==> src/rtl/mem_access_ctrl.sv <==
// MEM-stage access controller: routes load/store requests to the external RAM bus
// or the memory-mapped UART, stalls the pipeline during RAM waits and bounds each wait.
module mem_access_ctrl #(
  parameter int unsigned ACK_TIMEOUT    = 15,
  parameter logic [15:0] UART_DATA_ADDR = 16'hBF00,
  parameter logic [15:0] UART_STAT_ADDR = 16'hBF01
) (
  input  logic        clk,
  input  logic        rst,
  input  logic [1:0]  mem_op,
  input  logic [15:0] mem_addr,
  input  logic [15:0] mem_wdata,
  output logic [15:0] mem_data,
  output logic        mem_stall,
  output logic        bus_err,
  output logic        ram_req,
  output logic        ram_we,
  output logic [15:0] ram_addr,
  output logic [15:0] ram_wdata,
  input  logic [15:0] ram_rdata,
  input  logic        ram_ack,
  input  logic        uart_rx_ready,
  input  logic        uart_tx_ready,
  input  logic [15:0] uart_rdata,
  output logic        uart_rd,
  output logic        uart_wr,
  output logic [15:0] uart_wdata
);

  localparam logic [1:0] OP_READ      = 2'b01;
  localparam logic [1:0] OP_WRITE     = 2'b10;
  localparam logic [7:0] TIMEOUT_LAST = 8'(ACK_TIMEOUT - 1);

  typedef enum logic [1:0] {IDLE, BUS, DONE} state_t;

  state_t      state_p1, state_nxt;
  logic [15:0] mem_data_p1;
  logic [7:0]  cnt_p1;
  logic        ram_req_p1, ram_we_p1, bus_err_p1;
  logic [15:0] ram_addr_p1, ram_wdata_p1;

  logic is_rd, is_wr, is_stat, is_data, is_ram, timeout;

  assign is_rd   = (mem_op == OP_READ);
  assign is_wr   = (mem_op == OP_WRITE);
  assign is_stat = (mem_addr == UART_STAT_ADDR);
  assign is_data = (mem_addr == UART_DATA_ADDR);
  assign is_ram  = (is_rd || is_wr) && !is_stat && !is_data;
  // Ack on the same edge as the last allowed wait cycle takes precedence.
  assign timeout = (state_p1 == BUS) && !ram_ack && (cnt_p1 == TIMEOUT_LAST);

  always_ff @(posedge clk or negedge rst) begin
    if (!rst) state_p1 <= IDLE;
    else      state_p1 <= state_nxt;
  end

  always_comb begin
    state_nxt = state_p1;
    case (state_p1)
      IDLE:    if (is_ram) state_nxt = BUS;
      BUS:     if (ram_ack || timeout) state_nxt = DONE;
      DONE:    state_nxt = IDLE;
      default: state_nxt = IDLE;
    endcase
  end

  // IDLE -> BUS: latch request; BUS: hold until ack or timeout
  always_ff @(posedge clk or negedge rst) begin
    if (!rst) begin
      mem_data_p1  <= '0;
      cnt_p1       <= '0;
      ram_req_p1   <= 1'b0;
      ram_we_p1    <= 1'b0;
      ram_addr_p1  <= '0;
      ram_wdata_p1 <= '0;
      bus_err_p1   <= 1'b0;
    end else begin
      bus_err_p1 <= timeout;
      case (state_p1)
        IDLE: begin
          if (is_ram) begin
            ram_req_p1   <= 1'b1;
            ram_we_p1    <= is_wr;
            ram_addr_p1  <= mem_addr;
            ram_wdata_p1 <= mem_wdata;
            cnt_p1       <= '0;
          end
        end
        BUS: begin
          if (ram_ack) begin
            ram_req_p1 <= 1'b0;
            ram_we_p1  <= 1'b0;
            if (!ram_we_p1) mem_data_p1 <= ram_rdata;
          end else if (timeout) begin
            ram_req_p1 <= 1'b0;
            ram_we_p1  <= 1'b0;
            if (!ram_we_p1) mem_data_p1 <= '0;
          end else begin
            cnt_p1 <= cnt_p1 + 8'd1;
          end
        end
        default: ;
      endcase
    end
  end

  // UART accesses complete combinationally in IDLE; nothing is driven while in reset.
  always_comb begin
    mem_data  = mem_data_p1;
    mem_stall = 1'b0;
    uart_rd   = 1'b0;
    uart_wr   = 1'b0;
    if (rst) begin
      case (state_p1)
        IDLE: begin
          if (is_stat && is_rd) mem_data = {14'b0, uart_rx_ready, uart_tx_ready};
          if (is_data && is_rd) begin
            mem_data = uart_rdata;
            uart_rd  = uart_rx_ready;
          end
          if (is_data && is_wr) begin
            uart_wr   = uart_tx_ready;
            mem_stall = !uart_tx_ready;
          end
          if (is_ram) mem_stall = 1'b1;
        end
        BUS:     mem_stall = 1'b1;
        default: ;
      endcase
    end
  end

  assign bus_err    = bus_err_p1;
  assign ram_req    = ram_req_p1;
  assign ram_we     = ram_we_p1;
  assign ram_addr   = ram_addr_p1;
  assign ram_wdata  = ram_wdata_p1;
  assign uart_wdata = mem_wdata;

endmodule

==> config.mk <==
export PLATFORM = sky130hd
export DESIGN_NAME = mem_access_ctrl
export DESIGN_NICKNAME = d
export VERILOG_FILES = /design/src/rtl/mem_access_ctrl.sv
export SDC_FILE = /design/constraint.sdc
export NUM_CORES = 1
export LEC_CHECK = 0
export BUFFER_PORTS_ARGS = -buffer_cell sky130_fd_sc_hd__buf_2
export CAP_MARGIN = 20
export CORE_MARGIN = 2
export CORE_UTILIZATION = 40
export CTS_BUF_LIST = sky130_fd_sc_hd__clkbuf_16
export DETAILED_ROUTE_END_ITERATION = 7
export PLACE_DENSITY = 0.72
export SLEW_MARGIN = 15
export SYNTH_ARGS = -nofsm -noshare
export SYNTH_HDL_FRONTEND = slang
export SYNTH_SLANG_ARGS = --single-unit
==> constraint.sdc <==
create_clock -name clk -period 2.1 [get_ports clk]
set_clock_uncertainty 0.1 [all_clocks]
set_input_delay 0.105 -clock clk [delete_from_list [all_inputs] [get_ports clk]]
set_output_delay 0.105 -clock clk [all_outputs]
set_load 0.03 [all_outputs]
* Word-level counts from Yosys, hierarchy flattened *
Index checks and enable logic that the tools add are counted.

word-level totals
  memory bits (read-only) = 0
  memory bits (writable) = 0
  input bits = 71
  logic and storage cells = 73
  flip-flop bits (word level) = 61
  latch bits = 0
  output and inout port bits = 70
  memories kept = 0

operators by class
  $add $sub $neg = 1
  equal/unequal tests = 11
  div/mod/pow operators = 0
  multipliers = 0
  bitwise operators = 1
  mux-type cells = 31
  reductions and logical operators = 21
  shifts and indexed selects = 0
  magnitude comparators = 0

operators with widths
  kind                                                                      count
  16-bit two-way mux                                                        8
  16-bit equality test (second input constant)                              2
  8-bit two-way mux                                                         3
  8-bit case mux with 2 select lines                                        1
  1-bit two-way mux                                                         13
  8-bit by 1-bit adder with 8-bit output (second input constant)            1
  8-bit by 4-bit equality test with 1-bit output (second input constant)    1
  1-bit logical AND                                                         7
  2-bit inequality test (second input constant)                             3
  1-bit case mux with 2 select lines                                        3
  3-bit AND reduction                                                       2
  2-bit by 1-bit equality test with 1-bit output (second input constant)    2
  1-bit logical NOT                                                         4
  2-bit two-way mux                                                         2
  2-bit case mux with 2 select lines                                        1
  2-bit AND reduction                                                       2
  4-bit AND reduction                                                       1
  2-bit nonzero test                                                        2
  3-bit inequality test (second input constant)                             1
  2-bit equality test (second input constant)                               1
  2-bit logical NOT                                                         1
  1-bit logical OR                                                          2
  2-bit by 1-bit inequality test with 1-bit output (second input constant)  1
  1-bit NOT                                                                 1

* Depth between registers and ports, before layout *
Gate-level depths: netlist of the first run.

  depth in word-level cells = 7
  mapped depth = 7

* Least setup slack after synthesis of the first run *
Ideal clock, no wire load.

  path kind = input to output
  start = input port mem_addr[5]
  end = output port uart_rd
  stages = 5
  buffers on the path = 1
  data required time = 1.895 ns
  arrival time = 2.199 ns
  path slack = -0.304 ns
  cells stage by stage = or4b_4 nor4_4 nand3_4 buf_6 nor3b_1

between the ends
  cells in the longest elaborated chain, start to end = 5

RTL lines
  what                  RTL line  source
  start: declaration    11        input logic [15:0] mem_addr,
  16-bit equality test  47        assign is_data = (mem_addr == UART_DATA_ADDR);
  1-bit logical AND     117       if (is_data && is_rd) begin
  1-bit two-way mux     117
  1-bit two-way mux     114       case (state_p1)
  1-bit two-way mux     113       if (rst) begin
  end: declaration      25        output logic uart_rd,

Every way passes these cells.

* Worst setup path after layout of the first run *
  start = input port mem_addr[1]
  end = output port mem_data[8]

between the ends
  cells in the longest elaborated chain, start to end = 6
  elaborated cells on any way between the ends = 8
  classes of those cells = eq/ne: 2; mux: 4; reduce/logical: 2

RTL lines
  what                  RTL line  source
  16-bit equality test  46        assign is_stat = (mem_addr == UART_STAT_ADDR);
  1-bit logical AND     116       if (is_stat && is_rd) mem_data = {14'b0, uart_rx_ready, uart_tx_ready};
  16-bit two-way mux    116
  16-bit two-way mux *  117
  16-bit two-way mux *  114
  16-bit two-way mux *  113
  end: declaration      13        output logic [15:0] mem_data,

Every way passes the cells marked *; elsewhere a longest branch is shown, timed or not.

==> results of run 1 <==
[registers in the layout, summed over array words and instances (netlist names)]
name	count
mem_data_p1	16
ram_req	1
ram_we	1
cnt_p1	8
state_p1	2
ram_addr	16
ram_wdata	16
bus_err	1
[Yosys cell counts (all sizes together) (2+ instances only)]
library cell,count
or4b,2
nand2b,3
inv,6
and2,4
a31o,2
ha,4
xor2,2
nor3,2
a22o,16
nor2b,16
nand3,4
and3b,2
clkbuf,5
o31ai,2
xnor2,2
dfrtp,61
o21ai,3
nand2,4
nand4,3
nor4,3
nor3b,3
nor2,6
buf,22
mux2,50
[routing by layer]
metal	vias up	global-route usage (%)	part of all wire [%]
met2	72	30.1	52
li1	1199	-	-
met3	2	3.66	5.3
met4	0	5.60	0.23
met1	1242	21.3	43
met5	-	0	0
[layout make-up]
type | instances | area, um2 | area share (%)
Timing Repair Buffer | 198 | 1310 | 27.9
Tap cell | 102 | 128 | 2.73
Inverter | 6 | 22.5 | 0.481
Multi-Input combinational cell | 143 | 1400 | 29.8
Clock inverter | 7 | 76.3 | 1.63
Sequential cell | 61 | 1530 | 32.6
Clock buffer | 9 | 225 | 4.81
[cell families (layout without fill, tap and decap cells)]
logic type	count (synthesis)	in the layout	synth area share, %
DFF	61	61	48.8
buffers and inverters	33	220	7.60
adders and majority gates	4	4	1.60
and+or+nand+nor	56	56	11.9
xor gates and xnor gates	4	4	1.12
muxes	50	50	21.4
AOI/OAI and AO/OA	29	29	7.60
[where the power goes]
group | switching, mW | leakage, nW | internal (mW) | total [mW]
Sequential | 0.291 | 0.746 | 1.68 | 1.98
Combinational | 1.73 | 1.47 | 1.33 | 3.06
Clock | 0.522 | 0.142 | 0.920 | 1.44
[what timing repair did]
| item | CTS | global route |
|---|---|---|
| setup buffers | 1 | 0 |
| resized for setup | 2 | 9 |
| pin swaps | 1 | 0 |
| setup endpoints to repair | 18 | 4 |
| hold endpoints to repair | 108 | 61 |
[final timing paths]
path | startpoint | to | slack (ns) | cells past startpoint
worst max-delay path | mem_addr[1] | mem_data[8] | 0.03 | 8
worst min-delay path | rst | ram_wdata[6]$_DFFE_PN0P_ | -0.12 | 2
worst max register to register | cnt_p1[0]$_DFFE_PN0P_ | cnt_p1[3]$_DFFE_PN0P_ | 0.13 | 7
worst min register to register | ram_req$_DFFE_PN0P_ | ram_req$_DFFE_PN0P_ | 0.37 | 1
max in group asynchronous | rst | mem_data_p1[0]$_DFFE_PN0P_ | 1.51 | 2
min in group clk | ram_ack | state_p1[1]$_DFFE_PN0P_ | 0.07 | 3
[worst register-to-register path, cell delays in order (launching register included)]
cell and delay (ns):
dfrtp_1 0.37, inv_1 0.07, ha_1 0.14, or4b_4 0.50, o31ai_2 0.19, buf_4 0.19
o31ai_1 0.08, a31o_2 0.21
==> results.md, run 1 <==
- Clock Latency Late Sink: 0.32 ns
- # fillers: 621
- Worst hold slack: -0.119 ns
- Largest net degree at the start of global routing: 63
- Row count: 32
- Critical-path maximum fanout: 17
- Commonest cells after routing, fill and taps aside: 136 x buf_2, 61 x dfrtp_1, 47 x dlygate4sd3_1
- Setup TNS: 0 ns
- Cts-stage hold buffer count: 47
- CP Cell Sequence: buf_2 -> or4_4 -> nor4_4 -> buf_4 -> nand3_4 -> buf_12 -> mux2_4 -> buf_2
- Delay-heaviest family, CP: simple AND/OR/NAND/NOR gates
- Tcrit/Tclk final: 98.3%
- CTS max path bufs: 2
- Pins Over Slew Limit: 0
- Worst setup path class: in -> out
- DR vias: 2515
- Die X: 92.4 um
- Arrival time at the worst endpoint: 1.86 ns
- WL final: 7.47 mm
- Leak: 2.36 nW
- Pre-CTS WS: -0.0886 ns
- CP Buf/Inv Count: 4
- First-pass GRT wire length: 11.8 mm
- Synthesized area per cell: 13.2 um2
- Hpwl dp: 4.97 mm
- Worst-Margin Slew: 0.771 ns
- Worst setup SP type: input pin
- Endpoints failing setup: 0
- TritonCTS buffer count: 9
- Commonest non-fill, non-tap cell in the layout: buf_2
- Vias in the first global route: 2551
- 1st-iter DRT viols: 105
- Initial Utilization: 40.9%
- Ports: 141
- Max VDD drop: 0.000667 V
- Root Buffer Master: clkbuf_16
- Dpl cell area: 3880 um2
- CTS H-Tree Depth: 3
- Critical Path Sink Type: primary output
- FF+latch count, synth: 61
- Final Util: 61.2%
- Synth Instances: 237
- Core area: 7650 um2
- CP max-delay cell: or4_4
- Initial antenna violation count: 0
- Synth async-reset ratio: 100%
- Ys flop type: dfrtp_1
- Layout area overhead: 49.6%
- Post-synth EDFFs: 0
- Status: finished, violations left
- Worst slew margin: 48.6%
- CP dominant cell by count: buf_2
- Port bufs: 140
- TritonCTS clock tree: yes
- Hold Vio Cnt, Final: 61
- Finished Cell Area: 4680 um2
- GRT overflow: 0
- Residual DRC: 0
- Overall routing resource usage: 17.3%
- Wire per inst: 14.2 um
- Largest stage delay, worst path: 0.54 ns
- Reg clk slew, reported paths: 0.06 ns
- # clock sinks: 61
- Fin cells: 526
- Post-Syn Nets: 312
- Fmax: 484 MHz
- Synth cell types: 43
- Ant. Diodes: 0
- Worst Hold Class: in -> async
- Placed insts: 462
- Detail Route Antenna Nets: 0
- Sequential element share of the synthesized area: 48.8%
- Total die area: 8540 um2
- Yosys synthesis warning count: 0
- Synth area leaders: dfrtp_1 49%, mux2_4 13%, mux2_2 7.9%
- Area leader, netlist: dfrtp_1
- Max Cap Violations: 0
- Drt first pass iters: 4
- Post-synth top area share: 48.8%
- Global placer's final weighted congestion: 0.721
- Fin nets: 494
- Vias per std cell: 4.78
- Violated checks: hold timing
- Mapped cell area: 3130 um2
- Die Y: 92.4 um
- Total power: 6.48 mW
- Worst EP required: 1.89 ns
- Min Tclk post-route: 2.07 ns
- Pwr/cell area: 1380 nW/um2
- Final setup margin: 0.0349 ns
- Fraction of layout cells with a size suffix above 1: 54.2%
(Power assumes the default switching activity.)
==> inputs of run 2 (changes only) <==
CELL_PAD_IN_SITES_DETAIL_PLACEMENT = 1   (was not set)
CELL_PAD_IN_SITES_GLOBAL_PLACEMENT = 1   (was not set)
CORE_UTILIZATION = 36   (was 40)
PLACE_DENSITY = not set   (was 0.72)
PLACE_DENSITY_LB_ADDON = 0.1   (was not set)
clock period = 2.11 ns   (was 2.1 ns; I/O delays follow)
==> run 2 against run 1 <==
  * Power decreased by 0.12%
  * Combinational power increased by 1%
  * The run still ends with hold timing left
  * Register-to-register slack about the same
  * Clock-buffer cell count unchanged
  * Sequential power about the same
  * Flip-flop and latch count unchanged
  * Final cell count increased by 2.5%
  * Critical path type is now reg -> out
  * Hold slack got worse by 0.049 ns
  * Largest cell class unchanged
  * Die area increased by 11%
  * Global-route usage increased by 1.3 points
==> results.md, run 2 (synthesis gave the netlist of run 1 again) <==
- Commonest non-fill, non-tap cell in the layout: buf_2
- 1st-iter DRT viols: 34
- Arrival time at the worst endpoint: 1.88 ns
- Detail Route Antenna Nets: 0
- Hold Vio Cnt, Final: 44
- Setup TNS: 0 ns
- Drt first pass iters: 4
- Die X: 97.2 um
- Wire per inst: 15.8 um
- Layout area overhead: 51.4%
- Worst slew margin: 46.2%
- Start point of the critical path: state_p1[0]$_DFFE_PN0P_
- CTS max path bufs: 2
- Setup Fix Bufs, Post-CTS: 0
- Ports: 141
- Placed insts: 476
- Worst setup SP type: flop
- Endpoints failing setup: 0
- Fmax: 479 MHz
- CP max-delay cell: dfrtp_1
- Met1 wire length: 3.62 mm
- # clock sinks: 61
- Vias in the first global route: 2798
- Met3 wire length: 388 um
- GRT overflow: 0
- Vias per std cell: 4.78
- Total power: 6.47 mW
- TritonCTS clock tree: yes
- Max Cap Violations: 0
- Worst Hold Class: in -> async
- Launching point of the worst reg2reg path: cnt_p1[0]$_DFFE_PN0P_
- Fin cells: 539
- Hpwl dp: 5.69 mm
- Critical Path Sink Type: primary output
- Ant. Diodes: 0
- Total die area: 9450 um2
- Worst setup path class: reg -> out
- DR top layer: met4
- Fraction of layout cells with a size suffix above 1: 54.5%
- RSZ-0062 raised after global routing: yes
- Tcrit/Tclk final: 99.0%
- Fin nets: 502
- Worst EP required: 1.90 ns
- Worst-Margin Slew: 0.804 ns
- WL final: 8.50 mm
- Port bufs: 140
- Core area: 8550 um2
- Residual DRC: 0
- Leak: 2.40 nW
- DR vias: 2578
- Min Tclk post-route: 2.09 ns
- Overall routing resource usage: 18.5%
- Dpl cell area: 3960 um2
- Violated checks: hold timing
- Critical-path maximum fanout: 17
- Global placer's final weighted congestion: 0.723
- Met2 WL: 4.34 mm
- Max VDD drop: 0.000677 V
- Pins Over Slew Limit: 0
- Pwr/cell area: 1370 nW/um2
- # fillers: 938
- Largest stage delay, worst path: 0.45 ns
- Initial Utilization: 36.6%
- Reg clk slew, reported paths: 0.05 ns
- Clock Latency Late Sink: 0.32 ns
- Root Buffer Master: clkbuf_16
- Row count: 34
- Worst hold slack: -0.167 ns
- Commonest cells after routing, fill and taps aside: 140 x buf_2, 61 x dfrtp_1, 48 x dlygate4sd3_1
- Finished Cell Area: 4740 um2
- CTS H-Tree Depth: 3
- First-pass GRT wire length: 14.0 mm
- Largest net degree at the start of global routing: 63
- TritonCTS buffer count: 9
- Status: finished, violations left
- Die Y: 97.2 um
- Initial antenna violation count: 0
- CP Cell Sequence: nor3b_2 -> nand3_4 -> buf_12 -> mux2_4 -> buf_2
## run 2: layout make-up
| class | count | area, um2 | area share [%] |
|---|---|---|---|
| Sequential cell | 61 | 1530 | 32.2 |
| Clock inverter | 6 | 56.3 | 1.19 |
| Inverter | 6 | 22.5 | 0.475 |
| Tap cell | 108 | 135 | 2.85 |
| Multi-Input combinational cell | 143 | 1410 | 29.7 |
| Timing Repair Buffer | 206 | 1370 | 28.8 |
| Clock buffer | 9 | 225 | 4.75 |
## run 2: path summary, 6_finish.rpt
kind / to / slack (ns) / cells past startpoint
min in group clk: state_p1[1]$_DFFE_PN0P_ / 0.05 / 3
max in group asynchronous: ram_wdata[14]$_DFFE_PN0P_ / 0.44 / 3
worst min register to register: mem_data_p1[5]$_DFFE_PN0P_ / 0.40 / 1
worst min-delay path: ram_wdata[1]$_DFFE_PN0P_ / -0.17 / 2
worst max-delay path: mem_data[10] / 0.02 / 5
worst max register to register: cnt_p1[0]$_DFFE_PN0P_ / 0.12 / 7
## run 2: layer usage
| layer | track usage, % | vias to the layer above |
|---|---|---|
| li1 | - | 1203 |
| met2 | 31.8 | 78 |
| met4 | 6.09 | 0 |
| met1 | 23.2 | 1284 |
| met5 | 0 | - |
| met3 | 4.03 | 13 |
## run 2: through the flow
step | worst slack (ns) | utilization, %
after floorplan | -0.0296 | -
after global placement | -0.00441 | 46.3
after detailed placement | -0.0414 | 46.3
after CTS | 0.00459 | 55.3
after global routing | -0.0418 | 55.4
final | 0.0213 | 55.4
## run 2: critical path: cells and delay by family (launching register included)
kind,cells,cell delay [ns]
buffers and inverters,2,0.35
flip-flops,1,0.45
multiplexers,1,0.30
AND/OR/NAND/NOR,2,0.45
## run 2: report_power, final
| part | switching [mW] | internal [mW] |
|---|---|---|
| registers | 0.302 | 1.68 |
| logic | 1.76 | 1.34 |
| clock network | 0.490 | 0.895 |
## run 2: what timing repair did
action | in CTS | in global routing
endpoints found under the hold margin | 108 | 17
resized for setup | 4 | 0
pin swaps | 2 | 0
hold buffers | 47 | 1
endpoints found under the setup margin | 36 | 16
